[src/rtl/project_pwm_peripheral_capture_pkg.sv]
// Shared definitions for the PWM input-capture unit: FSM encoding, default
// sizes and the register-map offsets used by the peripheral register file.
package project_pwm_peripheral_capture_pkg;

  localparam int CAP_WIDTH_DEFAULT = 16;
  localparam int CAP_SYNC_DEFAULT  = 2;
  localparam int CAP_FILT_DEFAULT  = 3;

  // Byte offsets of the capture registers inside the peripheral map
  localparam logic [7:0] CAP_REG_CTRL   = 8'h00;
  localparam logic [7:0] CAP_REG_STATUS = 8'h04;
  localparam logic [7:0] CAP_REG_PERIOD = 8'h08;
  localparam logic [7:0] CAP_REG_HIGH   = 8'h0C;

  typedef enum logic [1:0] {
    CAP_IDLE = 2'd0,
    CAP_ARM  = 2'd1,
    CAP_HIGH = 2'd2,
    CAP_LOW  = 2'd3
  } cap_state_e;

endpackage

[src/rtl/project_pwm_input_conditioner.sv]
// Front end of the capture unit: polarity select, synchronizer, optional
// glitch filter (macro PWM_CAPTURE_FILTER_EN) and edge detection.
module project_pwm_input_conditioner #(
  parameter int SYNC_STAGES = 2
`ifdef PWM_CAPTURE_FILTER_EN
  , parameter int FILT_CYCLES = 3
`endif
) (
  input  logic i_clk,
  input  logic i_reset_n,
  input  logic i_pwm,
  input  logic i_invert,
  output logic o_level,
  output logic o_rise,
  output logic o_fall
);

  logic [SYNC_STAGES-1:0] sync_q;
  logic                   sync_s;
  logic                   level;
  logic                   level_prev_q;

  // Synchronize the polarity-corrected raw input
  always_ff @(posedge i_clk or negedge i_reset_n) begin
    if (!i_reset_n) sync_q <= '0;
    else            sync_q <= {sync_q[SYNC_STAGES-2:0], i_pwm ^ i_invert};
  end

  assign sync_s = sync_q[SYNC_STAGES-1];

`ifdef PWM_CAPTURE_FILTER_EN
  localparam int             FCW       = $clog2(FILT_CYCLES + 1);
  localparam logic [FCW-1:0] FCNT_LAST = FCW'(FILT_CYCLES - 1);

  logic           filt_q, filt_d;
  logic [FCW-1:0] fcnt_q, fcnt_d;

  // Follow the synchronized level only after FILT_CYCLES equal samples
  always_comb begin
    filt_d = filt_q;
    fcnt_d = '0;
    if (sync_s != filt_q) begin
      if (fcnt_q == FCNT_LAST) filt_d = sync_s;
      else                     fcnt_d = fcnt_q + 1'b1;
    end
  end

  // Filter state registers
  always_ff @(posedge i_clk or negedge i_reset_n) begin
    if (!i_reset_n) begin
      filt_q <= 1'b0;
      fcnt_q <= '0;
    end else begin
      filt_q <= filt_d;
      fcnt_q <= fcnt_d;
    end
  end

  assign level = filt_q;
`else
  assign level = sync_s;
`endif

  // Previous level for edge detection
  always_ff @(posedge i_clk or negedge i_reset_n) begin
    if (!i_reset_n) level_prev_q <= 1'b0;
    else            level_prev_q <= level;
  end

  assign o_level = level;
  assign o_rise  = level & ~level_prev_q;
  assign o_fall  = ~level & level_prev_q;

endmodule

[src/rtl/project_pwm_peripheral_capture.sv]
// PWM input-capture unit: measures period (rise to rise) and high time
// (rise to fall) of an external waveform in i_clk cycles.
// Optional glitch filter in the front end: define PWM_CAPTURE_FILTER_EN.
module project_pwm_peripheral_capture
  import project_pwm_peripheral_capture_pkg::*;
#(
  parameter int WIDTH       = CAP_WIDTH_DEFAULT,
  parameter int SYNC_STAGES = CAP_SYNC_DEFAULT
`ifdef PWM_CAPTURE_FILTER_EN
  , parameter int FILT_CYCLES = CAP_FILT_DEFAULT
`endif
) (
  input  logic             i_clk,
  input  logic             i_reset_n,
  input  logic             i_en,
  input  logic             i_invert,
  input  logic             i_pwm,
  input  logic             i_ack,
  output logic [WIDTH-1:0] o_period,
  output logic [WIDTH-1:0] o_high,
  output logic             o_valid,
  output logic             o_overrun,
  output logic             o_timeout
);

  localparam logic [WIDTH-1:0] CNT_MAX = '1;
  localparam logic [WIDTH-1:0] CNT_ONE = WIDTH'(1);

  logic cond_rise, cond_fall;
  // The FSM is driven purely by edges; the level itself is not needed here.
  logic cond_level_unused;

  cap_state_e       state_q, state_d;
  logic [WIDTH-1:0] cnt_q, cnt_d;
  logic [WIDTH-1:0] hcnt_q, hcnt_d;
  logic [WIDTH-1:0] period_q, period_d;
  logic [WIDTH-1:0] high_q, high_d;
  logic             valid_q, valid_d;
  logic             overrun_q, overrun_d;
  logic             timeout_q, timeout_d;
  logic             capture;

  project_pwm_input_conditioner #(
    .SYNC_STAGES(SYNC_STAGES)
`ifdef PWM_CAPTURE_FILTER_EN
    , .FILT_CYCLES(FILT_CYCLES)
`endif
  ) u_cond (
    .i_clk    (i_clk),
    .i_reset_n(i_reset_n),
    .i_pwm    (i_pwm),
    .i_invert (i_invert),
    .o_level  (cond_level_unused),
    .o_rise   (cond_rise),
    .o_fall   (cond_fall)
  );

  // Next-state, counters, results and sticky flags
  always_comb begin
    state_d   = state_q;
    cnt_d     = cnt_q;
    hcnt_d    = hcnt_q;
    period_d  = period_q;
    high_d    = high_q;
    valid_d   = valid_q;
    overrun_d = overrun_q;
    timeout_d = timeout_q;
    capture   = 1'b0;

    case (state_q)
      CAP_IDLE: begin
        if (i_en) state_d = CAP_ARM;
      end
      CAP_ARM: begin
        // First rise only starts timing; that period is never reported
        if (cond_rise) begin
          cnt_d   = CNT_ONE;
          state_d = CAP_HIGH;
        end
      end
      CAP_HIGH: begin
        if (cnt_q == CNT_MAX) begin
          timeout_d = 1'b1;
          cnt_d     = '0;
          state_d   = CAP_ARM;
        end else begin
          cnt_d = cnt_q + 1'b1;
          if (cond_fall) begin
            hcnt_d  = cnt_q;
            state_d = CAP_LOW;
          end
        end
      end
      CAP_LOW: begin
        if (cnt_q == CNT_MAX) begin
          timeout_d = 1'b1;
          cnt_d     = '0;
          state_d   = CAP_ARM;
        end else if (cond_rise) begin
          capture  = 1'b1;
          period_d = cnt_q;
          high_d   = hcnt_q;
          cnt_d    = CNT_ONE;
          state_d  = CAP_HIGH;
        end else begin
          cnt_d = cnt_q + 1'b1;
        end
      end
      default: state_d = CAP_IDLE;
    endcase

    // A capture wins over a simultaneous ack and leaves overrun untouched
    if (capture) begin
      if (valid_q && !i_ack) overrun_d = 1'b1;
      valid_d = 1'b1;
    end else if (i_ack) begin
      valid_d   = 1'b0;
      overrun_d = 1'b0;
    end

    // Disable aborts any measurement; results are kept, flags cleared
    if (!i_en) begin
      state_d   = CAP_IDLE;
      cnt_d     = '0;
      hcnt_d    = '0;
      valid_d   = 1'b0;
      overrun_d = 1'b0;
      timeout_d = 1'b0;
    end
  end

  // State and data registers
  always_ff @(posedge i_clk or negedge i_reset_n) begin
    if (!i_reset_n) begin
      state_q   <= CAP_IDLE;
      cnt_q     <= '0;
      hcnt_q    <= '0;
      period_q  <= '0;
      high_q    <= '0;
      valid_q   <= 1'b0;
      overrun_q <= 1'b0;
      timeout_q <= 1'b0;
    end else begin
      state_q   <= state_d;
      cnt_q     <= cnt_d;
      hcnt_q    <= hcnt_d;
      period_q  <= period_d;
      high_q    <= high_d;
      valid_q   <= valid_d;
      overrun_q <= overrun_d;
      timeout_q <= timeout_d;
    end
  end

  assign o_period  = period_q;
  assign o_high    = high_q;
  assign o_valid   = valid_q;
  assign o_overrun = overrun_q;
  assign o_timeout = timeout_q;

endmodule

[config.mk]
export PLATFORM = sky130hd
export DESIGN_NAME = project_pwm_peripheral_capture
export DESIGN_NICKNAME = d
export VERILOG_FILES = /design/src/rtl/project_pwm_peripheral_capture_pkg.sv /design/src/rtl/project_pwm_input_conditioner.sv /design/src/rtl/project_pwm_peripheral_capture.sv
export SDC_FILE = /design/constraint.sdc
export NUM_CORES = 1
export LEC_CHECK = 0
export CAP_MARGIN = 20
export CORE_UTILIZATION = 35
export DETAILED_ROUTE_END_ITERATION = 10
export SETUP_SLACK_MARGIN = 0.3
export SLEW_MARGIN = 30
export SYNTH_ARGS = -nofsm -noshare
export SYNTH_HDL_FRONTEND = slang
export SYNTH_HIERARCHICAL = 1
export SYNTH_SLANG_ARGS = --single-unit
export TNS_END_PERCENT = 5
[constraint.sdc]
create_clock -name i_clk -period 2 [get_ports i_clk]
set_clock_uncertainty 0.1 [all_clocks]
set_input_delay 0.5 -clock i_clk [delete_from_list [all_inputs] [get_ports i_clk]]
set_output_delay 0.5 -clock i_clk [all_outputs]
set_load 0.05 [all_outputs]
Word-level counts from Yosys, hierarchy flattened
Cells that the tools add are included.
{ "op_classes": {"reduce_logical": 9, "eq_ne": 14, "add_sub_neg": 1, "muxes": 28, "bitwise_logic": 6} }
{ "op_table": {"columns": ["cell", "count"], "rows": [
  ["two-way mux 16 bit", 9],
  ["case mux 16 bit (3 select lines)", 1],
  ["adder 16 x 1 -> 16 bit, second input constant", 1],
  ["== test 16 bit, second input constant", 1],
  ["two-way mux 1 bit", 12],
  ["two-way mux 2 bit", 5],
  ["case mux 2 bit (4 select lines)", 1],
  ["inequality test 2 x 1 -> 1 bit, second input constant", 3],
  ["AND reduction 2 bit", 3],
  ["AND reduction 3 bit", 2],
  ["== test 2 bit, second input constant", 2],
  ["inequality test 2 bit, second input constant", 2],
  ["inequality test 4 x 1 -> 1 bit, second input constant", 1],
  ["inequality test 4 bit, second input constant", 1],
  ["inequality test 3 x 1 -> 1 bit, second input constant", 1],
  ["inequality test 3 x 2 -> 1 bit, second input constant", 1],
  ["inequality test 3 bit, second input constant", 1],
  ["NOT 1 bit", 3],
  ["bitwise AND 1 bit", 2],
  ["== test 2 x 1 -> 1 bit, second input constant", 1],
  ["logical NOT 2 bit", 1],
  ["OR reduction 2 bit", 1],
  ["logical AND 1 bit", 1],
  ["logical NOT 1 bit", 1],
  ["XOR 1 bit", 1]
]} }
{ "word_totals": {"output_inout_bits": 35, "register_bits": 72} }

Longest topological paths before layout
{ "depth": {"word_depth": 7, "depth_mapped": 8, "ltp_nobuf": 5} }

Modules after synthesis
The synthesis kept the hierarchy.
{ "modules_own_cells": {"columns": ["module", "area_each_um2", "instances", "cells_per_inst", "seq_area_each_um2"], "rows": [
  ["project_pwm_peripheral_capture", 3289.4, 1, 273, 1726.7],
  ["project_pwm_input_conditioner", 98.8, 1, 6, 75.1]
]} }

Least setup slack after synthesis
OpenSTA, ideal clock, no wires.
{ "synth_path": {"path_kind": "flip-flop to flip-flop", "startpoint": "register cnt_q[0]", "endpoint": "register high_q[10], in the netlist o_high[10]", "stages_incl_launch_ff": 9, "required_time_ns": 1.775, "n_path_buf": 3, "arrival_ns": 1.888, "period_less_slack_ns": 2.113, "setup_ns": 0.125, "slack_ns": -0.113, "cell_sequence": "dfrtp_1 ha_1 and3_1 buf_4 and4_4 buf_8 nor2_8 buf_12 mux2_4"} }
{ "synth_via": {"elab_chain_cells": 3} }
{ "synth_rtl": {"columns": ["item", "line_no", "source"], "rows": [
  ["start: declaration", "project_pwm_peripheral_capture.sv:34", "logic [WIDTH-1:0] cnt_q, cnt_d;"],
  ["start signal: assignment", "project_pwm_peripheral_capture.sv:145", "cnt_q <= cnt_d;"],
  ["== test 16 bit", "project_pwm_peripheral_capture.sv:95", "if (cnt_q == CNT_MAX) begin"],
  ["NOT 1 bit (no source line)", null, null],
  ["AND reduction 3 bit (no source line)", null, null],
  ["end signal: assignment", "project_pwm_peripheral_capture.sv:148", "high_q <= high_d;"],
  ["end: declaration", "project_pwm_peripheral_capture.sv:37", "logic [WIDTH-1:0] high_q, high_d;"]
]} }
No other way between the ends.
A chain may end at the register's enable or synchronous reset.

Worst setup path in the final report
{ "layout_path": {"startpoint": "register u_cond.sync_q[1]", "endpoint": "register high_q[6], in the netlist o_high[6]"} }
{ "layout_via": {"elab_chain_cells": 2} }
{ "layout_rtl": {"columns": ["item", "line_no", "source"], "rows": [
  ["start: declaration", "project_pwm_input_conditioner.sv:18", "logic [SYNC_STAGES-1:0] sync_q;"],
  ["start signal: assignment", "project_pwm_input_conditioner.sv:26", "else sync_q <= {sync_q[SYNC_STAGES-2:0], i_pwm ^ i_invert};"],
  ["bitwise AND 1 bit", "project_pwm_input_conditioner.sv:71", "assign o_rise = level & ~level_prev_q;"],
  ["net cond_rise", "project_pwm_peripheral_capture.sv:29", "logic cond_rise, cond_fall;"],
  ["AND reduction 3 bit (no source line)", null, null]
]} }
The timed path passes the listed nets, and every way through them passes these cells.

==> metrics.txt <==
status=finished clean; Hold Crit Class=register to register; fin area=4370 sq um; layout cells sized above 1=0.384; core area=9330 sq um; Die Y=100 microns; via/cell ratio=5.02; placed cell area=4030 sq um; Root Buffer=clkbuf_8; Yosys Warn Count=6; # port buffers=40; antenna-violating nets left=0; cell count after synthesis=279; Max Root-Sink Buffers=2; Seq/Total Area, Yosys=0.532; most numerous cell in the Yosys netlist=dfrtp_1; Netlist cell types=50; CTS tree=yes; die width=100 microns; total chip power=2.91 mW; DRC Markers=0; Top FF cell, synth=dfrtp_1; fmax=534 MHz; Post-synth EDFFs=0; CP max stage cell=dfrtp_1; DR iter-0 viols=115; starting density of the core=0.363; global route hottest layer=met2; dpl hpwl=5290 microns; vias in the first global route=2,378; DR pass1 iterations=4; CTS buffer count=9; synthesis-stage register bit count=72; CP Capture Type=register; Worst Path Max Fanout=13; Post-Route Utilization=0.469; Yosys top cell by area=dfrtp_1; GRT met2 Usage=0.247; Max-Cap Viols=0; aggregate global routing overflow=0; Worst Tran Pin Value=0.435 ns; ys async rst share=1.00; total wire length=7720 microns; synth top area cells=dfrtp_1 (53%), mux2_4 (13%), o21ai_0 (3.2%); CTS Sinks=72; final hold slack=0.254 ns; layout net count=361; Switching Share=0.224; Cell Rows=35; Worst-Skew Late Latency=0.35 ns; crit path time final=1.87 ns; Layout area overhead=29.1%; cell area after synthesis=3390 sq um; area of the die=10,100 sq um; Final Hold Fails=0; first-pass GRT wire length=12,700 microns; final-report max-slew violation count=0; Combinational Power Share=0.063; Avg Inst Size Synth=12.1 sq um; CP Cell Sequence=nor2b_2 > and2_1 > nand2_1 > nor2_8 > buf_12 > mux2_2; met3 usage=0.0355; Static Leak=2.01 nW; Net Switching=650 uW; clock slew seen by the registers of the worst setup and hold paths=0.07 ns; Cell Int Power=2.26 mW; # diodes=0; nature of the critical path startpoint=register; Clock power frac=0.425; Top Ports=41; M1 GR Usage=0.228; H-tree levels=3; gp weighted congestion=0.882; Critical Path RT=2.13 ns; Crit Path Category=register to register; Crit path largest cell delay=0.37 ns; maximum number of pins on one net before global-route repair=59; top cell type's share of synthesized area=0.532; sequential share of power=0.512; Buf/Inv on CP=1; Setup-failing EPs final=0; most frequent cells after synthesis=dfrtp_1 (72), mux2_4 (29), o21ai_0 (22); CP delay by family, top=simple AND/OR/NAND/NOR gates; routed length per instance=15.8 microns; VDD IR-drop max=0.000268 V; antenna violations before repair=0; Final WS setup=0.126 ns; RSZ-0062 raised after global routing=true; WP data arrival=2.01 ns; fin crit share=0.937; Setup Slack @ Placement=-0.145 ns; Slew headroom=0.708; Synth Net Count=286; Tot GR Track Use=0.164; Pwr Density=664 nW/um^2; via count=2,448
## layer usage
layer,wire length (microns),part of all wire
met5,0,0
met4,197,0.026
met3,310,0.040
met2,3480,0.45
met1,3730,0.48
## placed cells by master (no fill, tap or decap), types with 3 or more instances in the layout
| master | count |
|---|---|
| nand4_1 | 5 |
| o2111ai_1 | 3 |
| o21ai_1 | 3 |
| clkdlybuf4s50_1 | 4 |
| xor2_1 | 5 |
| a21boi_1 | 10 |
| buf_12 | 3 |
| mux2_4 | 29 |
| and2_1 | 3 |
| nor2_1 | 10 |
| inv_1 | 5 |
| nand2_1 | 14 |
| a21oi_1 | 6 |
| mux2_2 | 3 |
| buf_6 | 3 |
| and4_1 | 3 |
| a21boi_0 | 7 |
| nand3_1 | 18 |
| o22ai_1 | 3 |
| or4_1 | 3 |
| o21ai_0 | 22 |
| clkbuf_8 | 13 |
| buf_4 | 67 |
| o21a_1 | 4 |
| dfrtp_1 | 72 |
## cell families (layout without fill, tap and decap cells)
family / Yosys count / count (layout) / share of synthesized area
xor gates and xnor gates: 7 / 7 / 0.0181
adders and majority gates: 1 / 1 / 0.00369
buffers and inverters: 24 / 104 / 0.0469
muxes: 32 / 32 / 0.138
DFF: 72 / 72 / 0.532
and+or+nand+nor: 77 / 77 / 0.134
AOI/OAI and AO/OA: 66 / 66 / 0.127
## worst reg2reg max path, delay by kind of cell, from the launching register on
family	cells	cell delay (ns)
AND/OR/NAND/NOR	4	0.78
multiplexers	1	0.34
buffers and inverters	1	0.18
flip-flops	1	0.37
## sequential cells by signal (all words and copies together) (netlist names)
name	cells
cnt_q	16
hcnt_q	16
o_high	16
o_period	16
state_q	2
u_cond/sync_q	2
o_overrun	1
o_timeout	1
o_valid	1
u_cond/level_prev_q	1
## cell type report
| class | instances | area [sq um] |
|---|---|---|
| flip-flops and latches | 72 | 1800 |
| multi-input cells | 183 | 1440 |
| repair buffers | 83 | 732 |
| inverters | 5 | 18.8 |
| clock buffers | 14 | 183 |
| fillers | 862 | 4950 |
| clock inverters | 2 | 35.0 |
| well taps | 129 | 161 |
## power groups by stage
stage          clock [mW]  sequential, mW  combinational, mW
2_1_floorplan           0            1.53             0.0718
3_3_place_gp            0            1.52              0.180
3_5_place_dp            0            1.52              0.182
4_1_cts              1.27            1.49              0.185
5_1_grt              1.32            1.49              0.199
6_report             1.23            1.49              0.183
## repair_timing
| item | CTS | global route |
|---|---|---|
| setup buffers | 0 | 5 |
| pin swaps | 0 | 2 |
| endpoints found under the setup margin | 59 | 67 |
| endpoints found under the hold margin | 14 | 0 |
| gates cloned | 0 | 2 |
| gates resized for setup | 1 | 8 |
| hold buffers | 1 | 0 |
## worst paths after layout
check,slack (ns),depth (start not counted),startpoint,to
max in group asynchronous,0.69,3,i_reset_n,u_cond/sync_q[0]
worst min-delay path,0.25,0,u_cond/sync_q[0],u_cond/sync_q[1]
worst max-delay path,0.13,6,u_cond/sync_q[1],o_high[6]
min in group asynchronous,0.49,2,i_reset_n,o_high[1]
worst max register to register,0.13,6,u_cond/sync_q[1],o_high[6]
worst min register to register,0.25,0,u_cond/sync_q[0],u_cond/sync_q[1]
## per-stage QoR
stage,setup TNS (ns),cells
final,0,488
after global routing,0,488
after CTS,0,481
after detailed placement,-0.372,464
after global placement,-0.257,464
after floorplan,-0.871,279
Power figures use the tool's default switching activity.
